==> config.mk <==
export PLATFORM = sky130hd
export DESIGN_NAME = mmul_access_gen
export DESIGN_NICKNAME = d
export VERILOG_FILES = /design/src/rtl/mmul_access_gen.sv
export SDC_FILE = /design/constraint.sdc
export NUM_CORES = 1
export LEC_CHECK = 0
export BUFFER_PORTS_ARGS = -buffer_cell sky130_fd_sc_hd__buf_4
export CORE_MARGIN = 4
export CORE_UTILIZATION = 35
export DETAILED_ROUTE_END_ITERATION = 6
export GPL_TIMING_DRIVEN = 0
export PLACE_DENSITY_LB_ADDON = 0.15
export SKIP_CTS_REPAIR_TIMING = 1
export SLEW_MARGIN = 20
export SYNTH_ARGS = -nofsm -noshare
export SYNTH_HDL_FRONTEND = slang
export SYNTH_SLANG_ARGS = --single-unit
==> constraint.sdc <==
create_clock -name clk -period 11.9 [get_ports clk]
set_input_delay 0 -clock clk [delete_from_list [all_inputs] [get_ports clk]]
set_output_delay 0 -clock clk [all_outputs]
set_load 0.01 [all_outputs]
==> src/rtl/mmul_access_gen.sv <==
// mmul_access_gen: replays the C = A * B matrix-multiply access stream as
// cache requests (one outstanding), charging ALU stall cycles between them.
// A is u8, B is u16, C is u32. Define MMUL_CHECKSUM_EN to add the checksum
// output (XOR of every accepted write data word).
module mmul_access_gen #(
  parameter int unsigned M       = 64,
  parameter int unsigned N       = 60,
  parameter int unsigned K       = 32,
  parameter int unsigned A_ADDR  = 0,
  parameter int unsigned ADDR_W  = 19,
  parameter int unsigned MUL_CYC = 5
) (
  input  logic              clk,
  input  logic              reset,
  input  logic              start,
  output logic              busy,
  output logic              done,
  output logic              req_valid,
  input  logic              req_ready,
  output logic [2:0]        req_cmd,
  output logic [ADDR_W-1:0] req_addr,
  output logic [31:0]       req_wdata,
  input  logic              resp_valid,
  input  logic [31:0]       resp_rdata,
  output logic [31:0]       cycle_count,
  output logic [31:0]       alu_cycles
`ifdef MMUL_CHECKSUM_EN
  ,
  output logic [31:0]       checksum
`endif
);

  localparam int unsigned B_ADDR = A_ADDR + M * K;
  localparam int unsigned C_ADDR = B_ADDR + 2 * K * N;

  localparam int unsigned YW = $clog2(M + 1);
  localparam int unsigned XW = $clog2(N + 1);
  localparam int unsigned KW = $clog2(K + 1);
  localparam int unsigned CW = $clog2(MUL_CYC + 3);

  localparam logic [2:0] CMD_RD8  = 3'd1;
  localparam logic [2:0] CMD_RD16 = 3'd2;
  localparam logic [2:0] CMD_WR32 = 3'd7;

  typedef enum logic [3:0] {
    S_IDLE,
    S_INIT,
    S_RD_A,
    S_WT_A,
    S_RD_B,
    S_WT_B,
    S_MUL,
    S_ACC,
    S_STEP,
    S_WR_C,
    S_WT_C,
    S_ROWSTEP,
    S_DONE
  } state_t;

  state_t            r_state;
  logic [YW-1:0]     r_y;
  logic [XW-1:0]     r_x;
  logic [KW-1:0]     r_k;
  logic [CW-1:0]     r_cnt;
  logic [7:0]        r_a;
  logic [15:0]       r_b;
  logic [31:0]       r_s;

  logic [ADDR_W-1:0] w_a_addr;
  logic [ADDR_W-1:0] w_b_addr;
  logic [ADDR_W-1:0] w_c_addr;
  logic [23:0]       w_prod;
  logic              w_alu_state;
  logic [31:0]       w_cycle_inc;
  logic [31:0]       w_alu_inc;
  logic              w_unused_rdata_hi;

  // Only the low 16 bits of read data carry operand values.
  assign w_unused_rdata_hi = &{1'b0, resp_rdata[31:16]};

  // Element addresses, wrapping modulo 2^ADDR_W by construction of the width.
  assign w_a_addr = ADDR_W'(A_ADDR) + ADDR_W'(r_y) * ADDR_W'(K) + ADDR_W'(r_k);
  assign w_b_addr = ADDR_W'(B_ADDR)
                  + ADDR_W'(2) * (ADDR_W'(r_k) * ADDR_W'(N) + ADDR_W'(r_x));
  assign w_c_addr = ADDR_W'(C_ADDR)
                  + ADDR_W'(4) * (ADDR_W'(r_y) * ADDR_W'(N) + ADDR_W'(r_x));

  // Full 24-bit product; accumulation into 32 bits keeps the carry bits.
  assign w_prod = 24'(r_a) * 24'(r_b);

  assign w_alu_state = (r_state == S_INIT) || (r_state == S_MUL) ||
                       (r_state == S_ACC)  || (r_state == S_STEP) ||
                       (r_state == S_ROWSTEP);

  // Saturating increments for the two performance counters.
  always_comb begin
    w_cycle_inc = (cycle_count == '1) ? cycle_count : cycle_count + 32'd1;
    w_alu_inc   = (alu_cycles  == '1) ? alu_cycles  : alu_cycles  + 32'd1;
  end

  // Sequencer FSM: loop nest y/x/k, request handshake and counters.
  always_ff @(posedge clk) begin
    if (reset) begin
      r_state     <= S_IDLE;
      r_y         <= '0;
      r_x         <= '0;
      r_k         <= '0;
      r_cnt       <= '0;
      r_a         <= '0;
      r_b         <= '0;
      r_s         <= '0;
      busy        <= 1'b0;
      done        <= 1'b0;
      req_valid   <= 1'b0;
      req_cmd     <= '0;
      req_addr    <= '0;
      req_wdata   <= '0;
      cycle_count <= '0;
      alu_cycles  <= '0;
`ifdef MMUL_CHECKSUM_EN
      checksum    <= '0;
`endif
    end else begin
      done <= 1'b0;
      if (busy) begin
        cycle_count <= w_cycle_inc;
      end
      if (w_alu_state) begin
        alu_cycles <= w_alu_inc;
      end

      case (r_state)
        S_IDLE: begin
          if (start) begin
            busy        <= 1'b1;
            cycle_count <= '0;
            alu_cycles  <= '0;
            r_s         <= '0;
            r_y         <= '0;
            r_x         <= '0;
            r_k         <= '0;
            r_cnt       <= '0;
`ifdef MMUL_CHECKSUM_EN
            checksum    <= '0;
`endif
            r_state     <= S_INIT;
          end
        end

        S_INIT: begin
          if (r_cnt == CW'(2)) begin
            r_cnt   <= '0;
            r_state <= S_RD_A;
          end else begin
            r_cnt <= r_cnt + CW'(1);
          end
        end

        // Request is raised one cycle after entry and held until accepted.
        S_RD_A: begin
          if (!req_valid) begin
            req_valid <= 1'b1;
            req_cmd   <= CMD_RD8;
            req_addr  <= w_a_addr;
            req_wdata <= '0;
          end else if (req_ready) begin
            req_valid <= 1'b0;
            req_cmd   <= '0;
            req_addr  <= '0;
            r_state   <= S_WT_A;
          end
        end

        S_WT_A: begin
          if (resp_valid) begin
            r_a     <= resp_rdata[7:0];
            r_state <= S_RD_B;
          end
        end

        S_RD_B: begin
          if (!req_valid) begin
            req_valid <= 1'b1;
            req_cmd   <= CMD_RD16;
            req_addr  <= w_b_addr;
            req_wdata <= '0;
          end else if (req_ready) begin
            req_valid <= 1'b0;
            req_cmd   <= '0;
            req_addr  <= '0;
            r_state   <= S_WT_B;
          end
        end

        S_WT_B: begin
          if (resp_valid) begin
            r_b     <= resp_rdata[15:0];
            r_state <= S_MUL;
          end
        end

        S_MUL: begin
          if (r_cnt == CW'(MUL_CYC - 1)) begin
            r_cnt   <= '0;
            r_state <= S_ACC;
          end else begin
            r_cnt <= r_cnt + CW'(1);
          end
        end

        S_ACC: begin
          r_s     <= r_s + 32'(w_prod);
          r_state <= S_STEP;
        end

        S_STEP: begin
          r_k <= r_k + KW'(1);
          if (r_k == KW'(K - 1)) begin
            r_state <= S_WR_C;
          end else begin
            r_state <= S_RD_A;
          end
        end

        S_WR_C: begin
          if (!req_valid) begin
            req_valid <= 1'b1;
            req_cmd   <= CMD_WR32;
            req_addr  <= w_c_addr;
            req_wdata <= r_s;
          end else if (req_ready) begin
            req_valid <= 1'b0;
            req_cmd   <= '0;
            req_addr  <= '0;
            req_wdata <= '0;
`ifdef MMUL_CHECKSUM_EN
            checksum  <= checksum ^ req_wdata;
`endif
            r_state   <= S_WT_C;
          end
        end

        S_WT_C: begin
          if (resp_valid) begin
            r_s <= '0;
            r_k <= '0;
            if (r_x == XW'(N - 1)) begin
              r_x     <= '0;
              r_y     <= r_y + YW'(1);
              r_cnt   <= '0;
              r_state <= S_ROWSTEP;
            end else begin
              r_x     <= r_x + XW'(1);
              r_state <= S_RD_A;
            end
          end
        end

        // Row overhead is charged on every row, including the last one.
        S_ROWSTEP: begin
          if (r_cnt == CW'(1)) begin
            r_cnt <= '0;
            if (r_y == YW'(M)) begin
              busy    <= 1'b0;
              done    <= 1'b1;
              r_state <= S_DONE;
            end else begin
              r_state <= S_RD_A;
            end
          end else begin
            r_cnt <= r_cnt + CW'(1);
          end
        end

        S_DONE: begin
          r_state <= S_IDLE;
        end

        default: begin
          r_state <= S_IDLE;
        end
      endcase
    end
  end

endmodule

==> impl_metrics.py <==
metrics = {
    "detailed_routing": {
        "num_vias": 13400,
        "wl_um": 45100,
        "first_pass_iters": 6,
        "drc": 0,
        "wl_per_cell_um": 17.1,
        "ant_nets": 0,
        "drt-initial-drc-count": 760,
        "via_per_inst": 5.07,
    },
    "critical_path": {
        "critPathMaxFanout": 10,
        "worstSetupPathType": "reg2reg",
        "path_buf_inv": 5,
        "arrival_ns": 6.52,
        "required_ns": 12.37,
        "cpPeakStageDelay_ns": 0.57,
        "reg2reg_depth": 18,
        "r2r-end": "r_s[27]",
        "start_kind": "flop",
        "endpoint_kind": "flop",
        "critPathTopFamily": "adder cells",
        "cp_common_cell": "fa_1",
        "r2r_slack_ns": 5.85,
        "r2r-start": "r_a[1]",
        "slowest_stage": "o41ai_4",
        "cp_cell_sequence": "clkbuf_1 -> clkbuf_1 -> nand2_1 -> fa_1 -> inv_1 -> fa_1 -> inv_1 -> fa_1 -> fa_1 -> inv_1 -> ha_1 -> a21o_1 -> o32ai_1 -> nor3_1 -> o41ai_4 -> o21ai_1 -> nand3_1 -> mux2i_1",
    },
    "placement": {
        "dp_hpwl_um": 35300,
        "gp_congestion": 0.857,
        "io_buffers": 139,
    },
    "finish": {
        "synthToLayoutAreaGrowth_pct": 18.2,
        "nets": 2301,
        "drive_gt1_frac": 0.116,
        "fill_cells": 4496,
        "final_common_cell": "nor2_1",
        "layout_common_cells": "nor2_1 (214), dfxtp_1 (203), inv_1 (196)",
    },
    "timing": {
        "skew_ns": 0.0212,
        "fmax_ghz": 0.165,
        "finalSetupViolations": 0,
        "slew_headroom": 0.385,
        "fin_tns_setup_ns": 0,
        "whs_ns": 0.249,
        "slew_viol_final": 0,
        "hold_violations": 0,
        "worst_pin_slew_ns": 0.923,
        "period_share": 0.508,
        "rsz0062_at_grt": "no",
        "period_needed_ns": 6.05,
    },
    "die": {
        "num_rows": 77,
        "pin_count": 158,
        "dieArea_um2": 48600,
        "initial_core_util": 0.356,
        "die_x_um": 221,
        "coreArea_um2": 44400,
        "die_h_um": 221,
    },
    "global_routing": {
        "grt.met1_usage": 0.267,
        "grt_overflow": 0,
        "grt_max_degree": 14,
        "gr-usage-met3": 0.0221,
        "met2_usage": 0.298,
        "grt_use_total": 0.185,
        "grt_pass1_vias": 13100,
        "top_usage_layer": "met2",
        "antenna_found_initial": 0,
        "grt_pass1_wl_um": 72400,
    },
    "power": {
        "combPwrFrac": 0.252,
        "power_switching_mw": 0.718,
        "pwr-share-seq": 0.359,
        "powerDensity_nw_per_um2": 110,
        "ir_worst_vdd_mv": 0.115,
        "p_sw_frac": 0.348,
        "p_leak_nw": 8.20,
        "p_clk_frac": 0.388,
        "finalPower_mw": 2.06,
        "p_int_mw": 1.35,
    },
    "clocking": {
        "clk_pin_slew_worst_paths_ns": 0.06,
        "clock_latency_ns": 0.55,
        "cts_tree": "yes",
        "clock-sinks": 203,
        "cts_buffers": 26,
        "clock-root-buffer": "clkbuf_16",
        "cts_max_level": 1,
        "cts_buffer_depth": 3,
    },
    "worst_hold_path": {
        "worstHoldPathCells": 4,
        "worst_hold_path.endpoint": "r_b[9]",
        "holdCritStartpoint": "resp_rdata[9]",
        "min_path_type": "in2reg",
    },
    "status": {
        "run_status": "completed",
    },
    "logic_synthesis": {
        "synthDominantCellAreaShare": 0.257,
        "yosys-top-cells-area": "dfxtp_1 (26%), fa_1 (16%), ha_1 (8.5%)",
        "synth_edf_count": 0,
        "synth_area_um2": 15800,
        "synth-warning-count": 0,
        "synthCells": 1842,
        "avgSynthCellArea_um2": 8.58,
        "synthDistinctLibCells": 92,
        "synth_nets": 2114,
        "synthArstFlopShare": 0,
        "synthFlopType": "dfxtp_1",
        "seq_area_frac_synth": 0.257,
        "ys_seq_elements": 203,
        "synth_largest_area_cell": "dfxtp_1",
    },
    "flow_run": {
        "maxCapViolations": 0,
    },
}
[through the flow]
step	utilization	setup slack (ns)	cells	area [µm²]
2_1_floorplan	-	6.88	1842	15800
3_3_place_gp	0.396	6.00	2573	17600
3_5_place_dp	0.397	5.96	2574	17600
4_1_cts	0.416	5.92	2622	18500
5_1_grt	0.421	5.49	2641	18700
6_report	0.421	5.85	2642	18700
[synthesized netlist by cell type, drive strengths merged (24+ instances only)]
| master | number |
|---|---|
| xnor2 | 58 |
| nand2 | 177 |
| a21oi | 93 |
| nand3 | 53 |
| and2 | 81 |
| nor3 | 27 |
| inv | 196 |
| xor2 | 55 |
| ha | 107 |
| nor2 | 216 |
| nand4 | 24 |
| a22oi | 44 |
| o21ai | 50 |
| dfxtp | 203 |
| fa | 128 |
| clkbuf | 57 |
[flip-flops by register name (all words and copies together) (netlist names)]
signal,flops
r_s,32
alu_cycles,32
req_addr,19
busy,1
done,1
r_b,16
r_k,6
req_valid,1
cycle_count,32
r_a,8
r_y,7
r_cnt,3
req_wdata,32
r_state,4
r_x,6
req_cmd,3
[worst reg2reg max path: stages (launching register included)]
cell and delay [ns]:
dfxtp_1 0.30, clkbuf_1 0.46, clkbuf_1 0.45, nand2_1 0.15
fa_1 0.52, inv_1 0.05, fa_1 0.50, inv_1 0.05
fa_1 0.46, fa_1 0.54, inv_1 0.04, ha_1 0.36
a21o_1 0.22, o32ai_1 0.45, nor3_1 0.21, o41ai_4 0.57
o21ai_1 0.29, nand3_1 0.17, mux2i_1 0.18
[cells by family after synthesis]
logic type               count (synthesis)  synth area share
buffers and inverters                  274            0.0660
adder cells (fa/ha/maj)                235             0.247
flip-flops                             203             0.257
XOR/XNOR                               113            0.0626
AO/OA/AOI/OAI                          308             0.139
multiplexers                            17            0.0108
AND/OR/NAND/NOR                        692             0.217
[area by class of cell]
| type | instances | area [µm²] | area share |
|---|---|---|---|
| diodes | 1 | 2.50 | 0.000134 |
| repair buffers | 159 | 1250 | 0.0668 |
| clock inverters | 12 | 136 | 0.00730 |
| plain buffers | 77 | 304 | 0.0163 |
| inverters | 197 | 739 | 0.0396 |
| clock buffers | 36 | 738 | 0.0395 |
| flip-flops and latches | 203 | 4060 | 0.217 |
| well taps | 592 | 741 | 0.0396 |
| multi-input cells | 1365 | 10700 | 0.573 |
[power groups by stage]
stage	Combinational (mW)	Sequential, mW	Clock, mW
after floorplan	0.328	0.751	0
after global placement	0.506	0.755	0
after detailed placement	0.510	0.756	0
after CTS	0.513	0.741	0.826
after global routing	0.567	0.744	0.853
final	0.521	0.742	0.801
[metal layers]
layer  part of all wire  up-vias
met4              0.019        0
met1               0.49     6547
met3              0.038       46
li1                   -     6547
met2               0.45      267
met5                  0        -
[worst max-delay path by stage]
| stage | endpoint | slack [ns] | start | cells after the start |
|---|---|---|---|---|
| after floorplan | r_s[21] | 6.88 | r_a[1] | 20 |
| after detailed placement | r_s[27] | 5.96 | r_a[1] | 18 |
| after CTS | r_s[27] | 5.92 | r_a[1] | 18 |
| after global placement | r_s[27] | 6.00 | r_a[1] | 18 |
| final | r_s[27] | 5.85 | r_a[1] | 18 |
| after global routing | r_s[27] | 5.49 | r_a[1] | 18 |
Power figures use the tool's default switching activity.
